===== config.mk =====
export PLATFORM = sky130hd
export DESIGN_NAME = add_serial_param
export DESIGN_NICKNAME = d
export VERILOG_FILES = /design/src/rtl/add_serial_param.sv
export SDC_FILE = /design/constraint.sdc
export NUM_CORES = 1
export LEC_CHECK = 0
export CORE_ASPECT_RATIO = 1.2
export CORE_UTILIZATION = 49
export CTS_CLUSTER_DIAMETER = 100
export DETAILED_ROUTE_END_ITERATION = 8
export DONT_BUFFER_PORTS = 1
export GPL_TIMING_DRIVEN = 1
export PLACE_DENSITY = 0.68
export SYNTH_ARGS = -nofsm -noshare
export SYNTH_HDL_FRONTEND = slang
export SYNTH_SLANG_ARGS = --single-unit

===== constraint.sdc =====
create_clock -name clk -period 4.5 [get_ports clk]
set_input_delay 0.45 -clock clk [delete_from_list [all_inputs] [get_ports clk]]
set_output_delay 0.45 -clock clk [all_outputs]
set_load 0.005 [all_outputs]

===== src/rtl/add_serial_param.sv =====
// Digit-serial adder/subtractor: processes DIGIT bits per cycle, LSB digit first,
// and presents the registered result with carry/no-borrow and signed overflow.
module add_serial_param #(
  parameter int unsigned WIDTH = 8,
  parameter int unsigned DIGIT = 1
) (
  input  logic             clk,
  input  logic             rst,
  input  logic             en,
  input  logic             sub,
  input  logic             clr,
  input  logic [WIDTH-1:0] a,
  input  logic [WIDTH-1:0] b,
  output logic [WIDTH-1:0] out,
  output logic             cout,
  output logic             ovf,
  output logic             busy,
  output logic             done
);

  localparam int unsigned Steps = WIDTH / DIGIT;
  localparam int unsigned CntW  = (Steps > 1) ? $clog2(Steps) : 1;

  typedef enum logic [1:0] {StIdle, StAdd, StDone} state_e;

  state_e           state_q, state_d;
  logic [WIDTH-1:0] a_q, a_d;
  logic [WIDTH-1:0] b_q, b_d;
  logic [WIDTH-1:0] out_q, out_d;
  logic [CntW-1:0]  count_q, count_d;
  logic             carry_q, carry_d;
  logic             cout_q, cout_d;
  logic             ovf_q, ovf_d;
  logic [DIGIT:0]   sum;
  logic             last;

  always_comb begin
    state_d = state_q;
    a_d     = a_q;
    b_d     = b_q;
    out_d   = out_q;
    count_d = count_q;
    carry_d = carry_q;
    cout_d  = cout_q;
    ovf_d   = ovf_q;
    sum     = {1'b0, a_q[DIGIT-1:0]} + {1'b0, b_q[DIGIT-1:0]} + {{DIGIT{1'b0}}, carry_q};
    last    = (count_q == CntW'(Steps - 1));

    unique case (state_q)
      StIdle: begin
        // en has priority over clr here; clr only aborts a running operation
        if (en) begin
          a_d     = a;
          b_d     = sub ? ~b : b;
          carry_d = sub;
          count_d = '0;
          out_d   = '0;
          cout_d  = 1'b0;
          ovf_d   = 1'b0;
          state_d = StAdd;
        end
      end
      StAdd: begin
        if (clr) begin
          out_d   = '0;
          cout_d  = 1'b0;
          ovf_d   = 1'b0;
          carry_d = 1'b0;
          count_d = '0;
          state_d = StIdle;
        end else begin
          carry_d = sum[DIGIT];
          out_d   = (out_q >> DIGIT) | (WIDTH'(sum[DIGIT-1:0]) << (WIDTH - DIGIT));
          a_d     = a_q >> DIGIT;
          b_d     = b_q >> DIGIT;
          count_d = count_q + CntW'(1);
          if (last) begin
            cout_d  = sum[DIGIT];
            // carry into the MSB recovered from the MSB's sum bit and its operands
            ovf_d   = a_q[DIGIT-1] ^ b_q[DIGIT-1] ^ sum[DIGIT-1] ^ sum[DIGIT];
            state_d = StDone;
          end
        end
      end
      StDone:  state_d = StIdle;
      default: state_d = StIdle;
    endcase
  end

  always_ff @(posedge clk or negedge rst) begin
    if (!rst) begin
      state_q <= StIdle;
      a_q     <= '0;
      b_q     <= '0;
      out_q   <= '0;
      count_q <= '0;
      carry_q <= 1'b0;
      cout_q  <= 1'b0;
      ovf_q   <= 1'b0;
    end else begin
      state_q <= state_d;
      a_q     <= a_d;
      b_q     <= b_d;
      out_q   <= out_d;
      count_q <= count_d;
      carry_q <= carry_d;
      cout_q  <= cout_d;
      ovf_q   <= ovf_d;
    end
  end

  assign out  = out_q;
  assign cout = cout_q;
  assign ovf  = ovf_q;
  assign busy = (state_q != StIdle);
  assign done = (state_q == StDone);

endmodule


==> results.md, run 1 <==
- Outcome: completed
- Row count: 22
- IO Port Bufs: 0
- Clock skew: between 2 and 3 ps
- Synth Cell Area: roughly 1600 sq um
- Vias in the first global route: 1076
- RSZ-0062 raised after global routing: no
- Min setup slack post-route: 2724 ps
- Sequential-to-total area share from yosys stat: 51.00%
- Final setup fails: 0
- Synth top area cells: dfrtp_1 (51%), mux2i_1 (8.9%), a22o_1 (6.1%)
- Synthesized flop and latch total: 32
- Crit path max-delay family: simple AND/OR/NAND/NOR gates
- Pwr/cell area: between 400 and 500 nW/um^2
- Die W: 53.68 microns
- Max_cap viols: 0
- Hold Path Class: primary input to register
- Leading cell type by number of instances after synthesis: dfrtp_1
- Critical-path cell list: or3b_1 > and2_4 > a21o_1
- Initial antenna violation count: 0
- Peak Freq: 563.2 MHz
- Clk Latency, worst-skew pair: 340 ps
- Nets: 157
- Die area: 3436 sq um
- Post-synth ARST share: 100.0%
- Area grow syn2layout: 6.295%
- Max VDD drop: 0.3348 mV
- Minimum clock period: approximately 1800 ps
- GRT Resource Usage Total: 19.42%
- Pleak: slightly below 0.0008 uW
- # H-tree levels: 2
- Worst setup EP type: register
- Ys flop type: dfrtp_1
- Crit Path Max Fanout: 18
- CTS Root Cell: clkbuf_4
- Clock Path Buffers: 2
- Hpwl dp: 1973 microns
- Pin count of the biggest net entering global routing: 33
- Setup TNS: 0 ps
- Highest-delay cell along the critical path: or3b_1
- First-pass GRT wire length: 4664 microns
- CTS clk-pin slew, worst paths: 100 ps
- GRT overflow: 0
- First DRT Iteration DRCs: 4
- Yosys cell types: 30
- Biggest area consumer among synthesized cells: dfrtp_1
- Area of the core: 3055 sq um
- Avg Vias per Cell: 6.041
- Worst slew pin tran: 911.5 ps
- Proportion of layout cells with a drive suffix above 1: 16.42%
- Post-synthesis instance total: 133
- EDFF count, synth: 0
- Post-Place Setup Slack: 2742 ps
- Gpl congestion: 0.7109
- CP Class: register to register
- Vert. Die Dim: between 60 and 70 microns
- CP Launch Type: register
- Tcrit/Tclk final: 39.46%
- Total wire length: 2861 microns
- Worst path max stage delay: 670 ps
- Worst-case headroom to the max-slew limit: 39.10%
- Syn_area_per_cell: about 12 sq um
- CTS tree: built
- Slew Viols, Final: 0
- Most common library cells after synthesis: dfrtp_1 (32), mux2i_1 (14), nand3_1 (14), a22o_1 (11), o21ai_2 (9)
- Detailed Routing Iterations Pass 1: 4
- Starting Density: 51.39%
- Final antenna diode count: 0
- CP Data Required Time: 4740 ps
- Clk sinks: 32
- Number of synthesis warnings: 0
- TritonCTS Buffers: 5
- DRT antenna net count: 0
- Critical path buffers and inverters: 0
- Crit path DAT: just over 2000 ps
- I/O Pins: 33
- Hold Vio Cnt, Final: 0
- Via Count: 1027
- Top-area cell type share of the netlist area: roughly half
- WL per Instance: 16.83 microns
- DRC viols: 0
- Syn nets: 157
[registers in the layout, indices dropped and copies added, names as in the netlist]
name,flops
b_q,8
out,8
carry_q,1
ovf,1
cout,1
state_q,2
a_q,8
count_q,3
[cell usage in the layout (no fill, tap or decap), drive strengths merged]
master,Yosys,routed
or3b,2,2
nor3,1,1
and2,1,1
a22o,11,11
nor3b,1,1
nor2,2,2
dlygate4sd3,0,1
bufinv,0,1
fa,1,1
a21o,1,1
dfrtp,32,32
a21oi,1,1
clkbuf,4,5
xnor2,3,3
o2bb2ai,1,1
o21bai,2,2
nand2,2,2
mux2i,14,14
clkinvlp,0,1
buf,7,3
a32o,1,1
xor2,8,8
nand3,14,14
inv,1,1
nor2b,1,1
o21ai,17,17
ha,2,2
or2,1,1
clkinv,0,1
and2b,2,2
[final cells by class]
| class | count | area (sq um) |
|---|---|---|
| clock buffer | 5 | 37.54 |
| clock inverter | 3 | 42.54 |
| fill | 271 | 1386 |
| inverter | 1 | 3.754 |
| multi-input combinational | 89 | 694.4 |
| sequential | 32 | 800.8 |
| tap | 36 | 45.04 |
| timing repair buffer | 4 | 45.04 |
[logic make-up (layout without fill, tap and decap cells)]
group,count (synthesis),in the layout,synth area share (%)
XOR/XNOR,11,11,6.136
adder cells (fa/ha/maj),3,3,2.868
multiplexers,14,14,8.924
AND/OR/NAND/NOR,27,27,9.642
buffers and inverters,12,13,4.779
AO/OA/AOI/OAI,34,34,16.65
flip-flops,32,32,51.00
[power by group]
| part | switching [uW] | internal, uW |
|---|---|---|
| Combinational | 103 | 93.1 |
| Clock | 105 | 116 |
| Sequential | 38.9 | 342 |
| Total | 247 | 551 |
[worst register-to-register path, stage by stage (launching register included)]
cell and delay, ps:
dfrtp_1 450, or3b_1 670, and2_4 370, a21o_1 190
[layer usage]
metal	share of wire [%]	global-route usage [%]	wire, microns	vias to the layer above
li1	-	-	-	479
met1	40	19.42	1141	511
met2	54	33.95	1537	30
met3	4.3	6.667	122	7
met4	2.1	9.539	59	0
met5	0	0	0	-
[final timing paths]
path	startpoint	endpoint	slack [ps]	cells after the start
max	state_q[1]	b_q[7]	2720	3
min	a[7]	a_q[7]	220	2
max reg2reg	state_q[1]	b_q[7]	2720	3
min reg2reg	b_q[7]	b_q[7]	500	1
max in group asynchronous	rst	a_q[4]	3800	2
min in group asynchronous	rst	out[1]	540	2
[through the flow]
stage / std cells / power (uW) / util (%) / instance area [sq um] / hold WS (ps)
finish: 170 / 797.6 / 54.63 / 1669 / 224.0
global route: 170 / 848.2 / 54.63 / 1669 / 225.5
CTS: 170 / 807.1 / 54.63 / 1669 / 210.4
detailed placement: 160 / 577.7 / 51.02 / 1559 / 155.4
global placement: 160 / 568.9 / 51.02 / 1559 / 155.1
floorplan: 133 / 549.5 / - / 1570 / 154.4
[timing repair]
action | in CTS | in global routing
setup buffers | 0 | 0
endpoints found under the hold margin | 32 | 0
hold buffers | 2 | 0
resized for setup | 0 | 0
Power figures use the tool's default switching activity.
==> run 2, diff against run 1 <==
Clock period 4.5 ns to 1.8 ns, I/O delays scaled along.
==> run 2 against run 1 <==
Effect of this change: sequential power up 150%; cell area up 0.67%; total power up 130%; global-route usage down 0.85 points; wire length down 5.9%; worst hold slack worse by 180 ps; register-to-register slack worse by 2500 ps; core utilization up 0.37 points; non-clock buffer count up 4; first-iteration DRC count rose to 3.3 times the previous value; via count down 0.97%; count of clock-buffer cells in the layout up 3; critical endpoint is now ovf; largest cell class unchanged.
==> results.md, run 2 (same netlist as run 1, synthesis figures left out) <==
- Row count: 22 (unchanged)
- GRT overflow: 0 (unchanged)
- DRC viols: 0 (unchanged)
- Hold Path Class: primary input to register
- # H-tree levels: 2 (unchanged)
- Worst Hold End: a_q[0]
- Detailed Routing Iterations Pass 1: 4 (unchanged)
- TritonCTS Buffers: 5 (unchanged)
- Slew Viols, Final: 0 (unchanged)
- Fillcell total: 270 (-0.37%)
- Peak Freq: 646.3 MHz (+15%)
- Final setup fails: 0 (unchanged)
- CP Class: register to register
- I/O Pins: 33 (unchanged)
- Met2 wire length: 1393 microns (-9.4%)
- Hold Vio Cnt, Final: 0 (unchanged)
- Gpl congestion: 0.7392 (+4.0%)
- Die W: 53.68 microns (unchanged)
- Worst-case headroom to the max-slew limit: 83.72% (+45 points)
- RSZ-0062 raised after global routing: no
- Worst setup EP type: register
- Slack of the worst reg-to-reg path: 250 ps (-2470 ps)
- Outcome: completed
- Tot Pwr: 1860 uW (+130%)
- GRT Resource Usage Total: 18.57% (-0.85 points)
- Worst slew pin tran: 244.3 ps (-667.3 ps)
- Flop pwr share: 51.1% (+3.3 points)
- Tcrit/Tclk final: 85.95% (+46 points)
- Clk Latency, worst-skew pair: 320 ps (-20 ps)
- Pwr/cell area: 1107 nW/um^2 (+130%)
- Highest routed layer: met4
- Register area: 800.8 sq um (unchanged)
- Avg Vias per Cell: 5.845 (-3.3%)
- Crit path DAT: 1770 ps (-250 ps)
- Reg-to-reg startpoint: a_q[0]
- Hold_sp: a[0]
- Min setup slack post-route: 252.8 ps (-2471 ps)
- WL per Instance: 15.48 microns (-8.0%)
- CTS Root Cell: clkbuf_4
- Vert. Die Dim: 64.01 microns (unchanged)
- First DRT Iteration DRCs: 13 (+9)
- Minimum clock period: 1547 ps (-228.5 ps)
- Pleak: 0.0007962 uW (+1.2%)
- # hold bufs at CTS: 3 (+1)
- Initial antenna violation count: 0 (unchanged)
- Commonest non-fill, non-tap cell in the layout: dfrtp_1
- DP Area: 1582 sq um (+1.4%)
- Area grow syn2layout: 7.012%
- Hpwl dp: 1857 microns (-5.9%)
- Proportion of layout cells with a drive suffix above 1: 16.67% (+0.25 points)
- CTS tree: built
- Clock power share: 22.5% (-5.2 points)
- Met1 wire length: 1144 microns (+0.26%)
- DRT antenna net count: 0 (unchanged)
- Setup TNS: 0 ps (unchanged)
- Post-Place Setup Slack: 251.7 ps (-2491 ps)
- Hold depth: 2 (unchanged)
- Internal power: 1290 uW (+130%)
- Area of the core: 3055 sq um (unchanged)
- Crit Path Max Fanout: 3 (-15)
- Pin count of the biggest net entering global routing: 33 (unchanged)
- Area of the multi-input gates: 694.4 sq um (unchanged)
- Via Count: 1017 (-0.97%)
- Total wire length: 2693 microns (-5.9%)
- Capture point of the worst reg-to-reg path: ovf
- CP Launch Type: register
- CP Data Required Time: 2020 ps (-2720 ps)
- Nets: 161 (+2.5%)
- IO Port Bufs: 0 (unchanged)
- Switching part of the total: 30.65% (-0.28 points)
- Most frequent cells in the layout: dfrtp_1 (32), mux2i_1 (14), nand3_1 (14)
- Worst reg2reg path depth: 4 (+1)
- Die area: 3436 sq um (unchanged)
- Max_cap viols: 0 (unchanged)
- Final antenna diode count: 0 (unchanged)
- CTS resizes: 0 (unchanged)
- Comb power frac: 26.4% (+1.8 points)
- First-pass GRT wire length: 4595 microns (-1.5%)
- Starting Density: 51.39% (unchanged)
- CTS clk-pin slew, worst paths: 90 ps (about the same)
- Metal3 WL: 117 microns (-4.1%)
- Clk sinks: 32 (unchanged)
- Clock Path Buffers: 2 (unchanged)
- Vias in the first global route: 1070 (-0.56%)
- Max VDD drop: 0.6064 mV (+81%)
- Clock skew: 5.612 ps (+2.920 ps)
- Setup repair bufs after CTS: 0 (unchanged)
- Psw: 570.2 uW (+130%)
- Final Instance Area: 1680 sq um (+0.67%)
==> run 2: cell types whose count changed in the layout (fill, tap and decap cells not counted) <==
cell and delta:
buf_4 +3, clkbuf_1 +2, bufinv_16 -1, clkbuf_8 +1
clkinv_2 -1, clkinvlp_4 -1, dlygate4sd3_1 +1
==> run 2: layer usage <==
metal,up-vias,track usage [%]
li1,485,-
met1,497,20.87
met2,29,31.48
met3,6,5.238
met4,0,7.895
met5,-,0
==> run 2: area by class of cell <==
class / instances / area share (%)
inverter: 1 / 0.2234
multi-input combinational: 89 / 41.33
tap: 36 / 2.681
clock buffer: 8 / 3.500
timing repair buffer: 8 / 4.617
sequential: 32 / 47.65
==> run 2: worst max-delay path by stage <==
stage / from / end
finish: a_q[0] / ovf
global route: a_q[0] / ovf
CTS: a_q[0] / ovf
detailed placement: a_q[0] / ovf
global placement: a_q[0] / ovf
floorplan: state_q[1] / a_q[7]
==> run 2: power by group through the flow <==
stage               Clock [uW]  Sequential [uW]  Combinational (uW)
floorplan                    0              940                 433
global placement             0              958                 462
detailed placement           0              968                 478
CTS                        428              953                 500
global route               460              971                 554
finish                     419              950                 491
==> run 2: stage by stage <==
| stage | hold slack [ps] | cells | util, % |
|---|---|---|---|
| final | 41.78 | 174 | 55.00 |
| after global routing | 38.47 | 174 | 55.00 |
| after CTS | 33.13 | 174 | 55.00 |
| after detailed placement | -114.9 | 163 | 51.76 |
| after global placement | -114.8 | 163 | 51.76 |
| after floorplan | -115.6 | 133 | - |
==> run 2: critical path, cell delays in order, from the launching register on <==
cell	delay, ps
dfrtp_1	430
fa_1	580
xor2_1	180
xnor2_1	90
a22o_1	170
==> run 3, diff against run 2 <==
Settings changed: PLACE_DENSITY 0.68 to 0.65.
==> run 3 against run 2 <==
Effect of this change: non-clock buffer count unchanged; wire length up 2.5%; sequential share of layout area up 0.61 points; largest cell class unchanged; combinational power about the same; clock power down 19%; global-route usage up 0.091 points; largest power group unchanged; setup slack worse by 1.4 ps; sequential cell count unchanged; fmax about the same; sequential power about the same; critical path depth unchanged; die area unchanged.
==> results.md, run 3 (same netlist as run 1, synthesis figures left out) <==
- Outcome: completed
- Worst reg2reg path depth: 4 (unchanged)
- GRT overflow: 0 (unchanged)
- Hold Path Class: primary input to register
- Post-Place Setup Slack: 254.0 ps (+2.306 ps)
- Highest routed layer: met4
- Register area: 800.8 sq um (unchanged)
- CP endpoint: ovf
- Minimum clock period: 1549 ps (+1.410 ps)
- CP Data Required Time: 2020 ps (about the same)
- Final setup fails: 0 (unchanged)
- CTS clk-pin slew, worst paths: 80 ps (about the same)
- Hpwl dp: 1845 microns (-0.63%)
- Setup repair bufs after CTS: 0 (unchanged)
- Most frequent cells in the layout: dfrtp_1 (32), mux2i_1 (14), nand3_1 (14)
- Die W: 53.68 microns (unchanged)
- Clk Latency, worst-skew pair: 320 ps (about the same)
- Setup TNS: 0 ps (unchanged)
- Met2 wire length: 1397 microns (+0.29%)
- Crit path DAT: 1770 ps (about the same)
- RSZ-0062 raised after global routing: no
- Highest-delay cell along the critical path: fa_1
- Min setup slack post-route: 251.4 ps (-1.410 ps)
- Critical-path cell list: fa_1 > xor2_1 > xnor2_1 > a22o_1
- Peak Freq: 645.8 MHz (about the same)
- Slack of the worst reg-to-reg path: 250 ps (about the same)
- # H-tree levels: 2 (unchanged)
- Worst-case headroom to the max-slew limit: 83.70% (about the same)
- DRC viols: 0 (unchanged)
- Pleak: 0.0007866 uW (-1.2%)
- Max_cap viols: 0 (unchanged)
- Avg Vias per Cell: 6.012 (+2.9%)
- Clock Path Buffers: 2 (unchanged)
- CTS Root Cell: clkbuf_4
- Starting Density: 51.39% (unchanged)
- GRT Resource Usage Total: 18.66% (+0.091 points)
- Tcrit/Tclk final: 86.03% (about the same)
- Hold Vio Cnt, Final: 0 (unchanged)
- I/O Pins: 33 (unchanged)
- IO Port Bufs: 0 (unchanged)
- Final Instance Area: 1659 sq um (-1.3%)
- Reg-to-reg startpoint: a_q[0]
- Slew Viols, Final: 0 (unchanged)
- Total wire length: 2761 microns (+2.5%)
- Die area: 3436 sq um (unchanged)
- CP Launch Type: register
- CTS tree: built
- Fillcell total: 278 (+3.0%)
- Crit. Startpoint: a_q[0]
- Area of the core: 3055 sq um (unchanged)
- Worst slew pin tran: 244.5 ps (+0.2087 ps)
- DRT antenna net count: 0 (unchanged)
- Commonest non-fill, non-tap cell in the layout: dfrtp_1
- Dpl cells: 163 (unchanged)
- Detailed Routing Iterations Pass 1: 4 (unchanged)
- Final antenna diode count: 0 (unchanged)
- Met1 wire length: 1179 microns (+3.1%)
- Crit Path Max Fanout: 3 (unchanged)
- Area grow syn2layout: 5.657%
- Capture point of the worst reg-to-reg path: ovf
- Pwr/cell area: 1072 nW/um^2 (-3.1%)
- # hold bufs at CTS: 3 (unchanged)
- Initial antenna violation count: 0 (unchanged)
- Vias in the first global route: 1017 (-5.0%)
- Max VDD drop: 0.5580 mV (-8.0%)
- Gpl congestion: 0.7241 (-2.0%)
- CTS resizes: 0 (unchanged)
- Worst setup EP type: register
- TritonCTS Buffers: 5 (unchanged)
- Metal3 WL: 126 microns (+7.7%)
- Proportion of layout cells with a drive suffix above 1: 16.30% (-0.37 points)
- Clk sinks: 32 (unchanged)
- WL per Instance: 16.15 microns (+4.3%)
- Vert. Die Dim: 64.01 microns (unchanged)
- Via Count: 1028 (+1.1%)
- Nets: 161 (unchanged)
- CP Class: register to register
- Area of the multi-input gates: 694.4 sq um (unchanged)
- DP Area: 1582 sq um (unchanged)
- Post-route insts no fill: 171 (-1.7%)
- First DRT Iteration DRCs: 26 (+13)
- Worst path max stage delay: 580 ps (about the same)
- First-pass GRT wire length: 4581 microns (-0.30%)
- Row count: 22 (unchanged)
- Clock skew: 3.890 ps (-1.722 ps)
- Pin count of the biggest net entering global routing: 33 (unchanged)
run 3: cell count changes in the layout (fill, tap and decap cells not counted), sizes merged:
cell / delta
clkbuf: -3
run 3: area by class of cell:
cell class,instances,area share (%)
inverters,1,0.2262
repair buffers,8,4.676
flip-flops and latches,32,48.27
clock buffers,5,2.262
well taps,36,2.715
multi-input cells,89,41.86
run 3: metrics by stage:
stage	util, %	power (uW)	hold WS, ps
3_5_place_dp	51.76	1445	-115.0
5_1_grt	54.30	1895	36.94
4_1_cts	54.30	1808	39.17
6_report	54.30	1779	50.35
2_1_floorplan	-	1374	-115.6
3_3_place_gp	51.76	1424	-115.0
run 3: worst min-delay path by stage:
stage | slack, ps | to | startpoint | depth (start not counted)
final | 50 | a_q[4] | a[4] | 2
after global routing | 40 | a_q[4] | a[4] | 2
after CTS | 40 | a_q[2] | a[2] | 2
after detailed placement | -110 | state_q[1] | rst | 0
after global placement | -110 | state_q[1] | rst | 0
after floorplan | -120 | a_q[0] | rst | 0
run 3: routing by layer:
layer	global-route usage (%)	vias to the layer above
li1	-	481
met1	21.44	512
met4	9.868	0
met5	0	-
met3	5.714	6
met2	29.94	29
run 3: where the power goes:
part | leakage (uW) | internal [uW] | switching (uW) | total, uW
Combinational | 0.000345 | 241 | 249 | 491
Sequential | 0.000419 | 855 | 95.3 | 951
Clock | 0.0000230 | 130 | 207 | 338
run 3: worst max-delay path, delay by kind of cell, from the launching register on:
family	cells	cell delay, ps
adder cells (fa/ha/maj)	1	580
XOR/XNOR	2	270
flip-flops	1	430
AO/OA/AOI/OAI	1	170
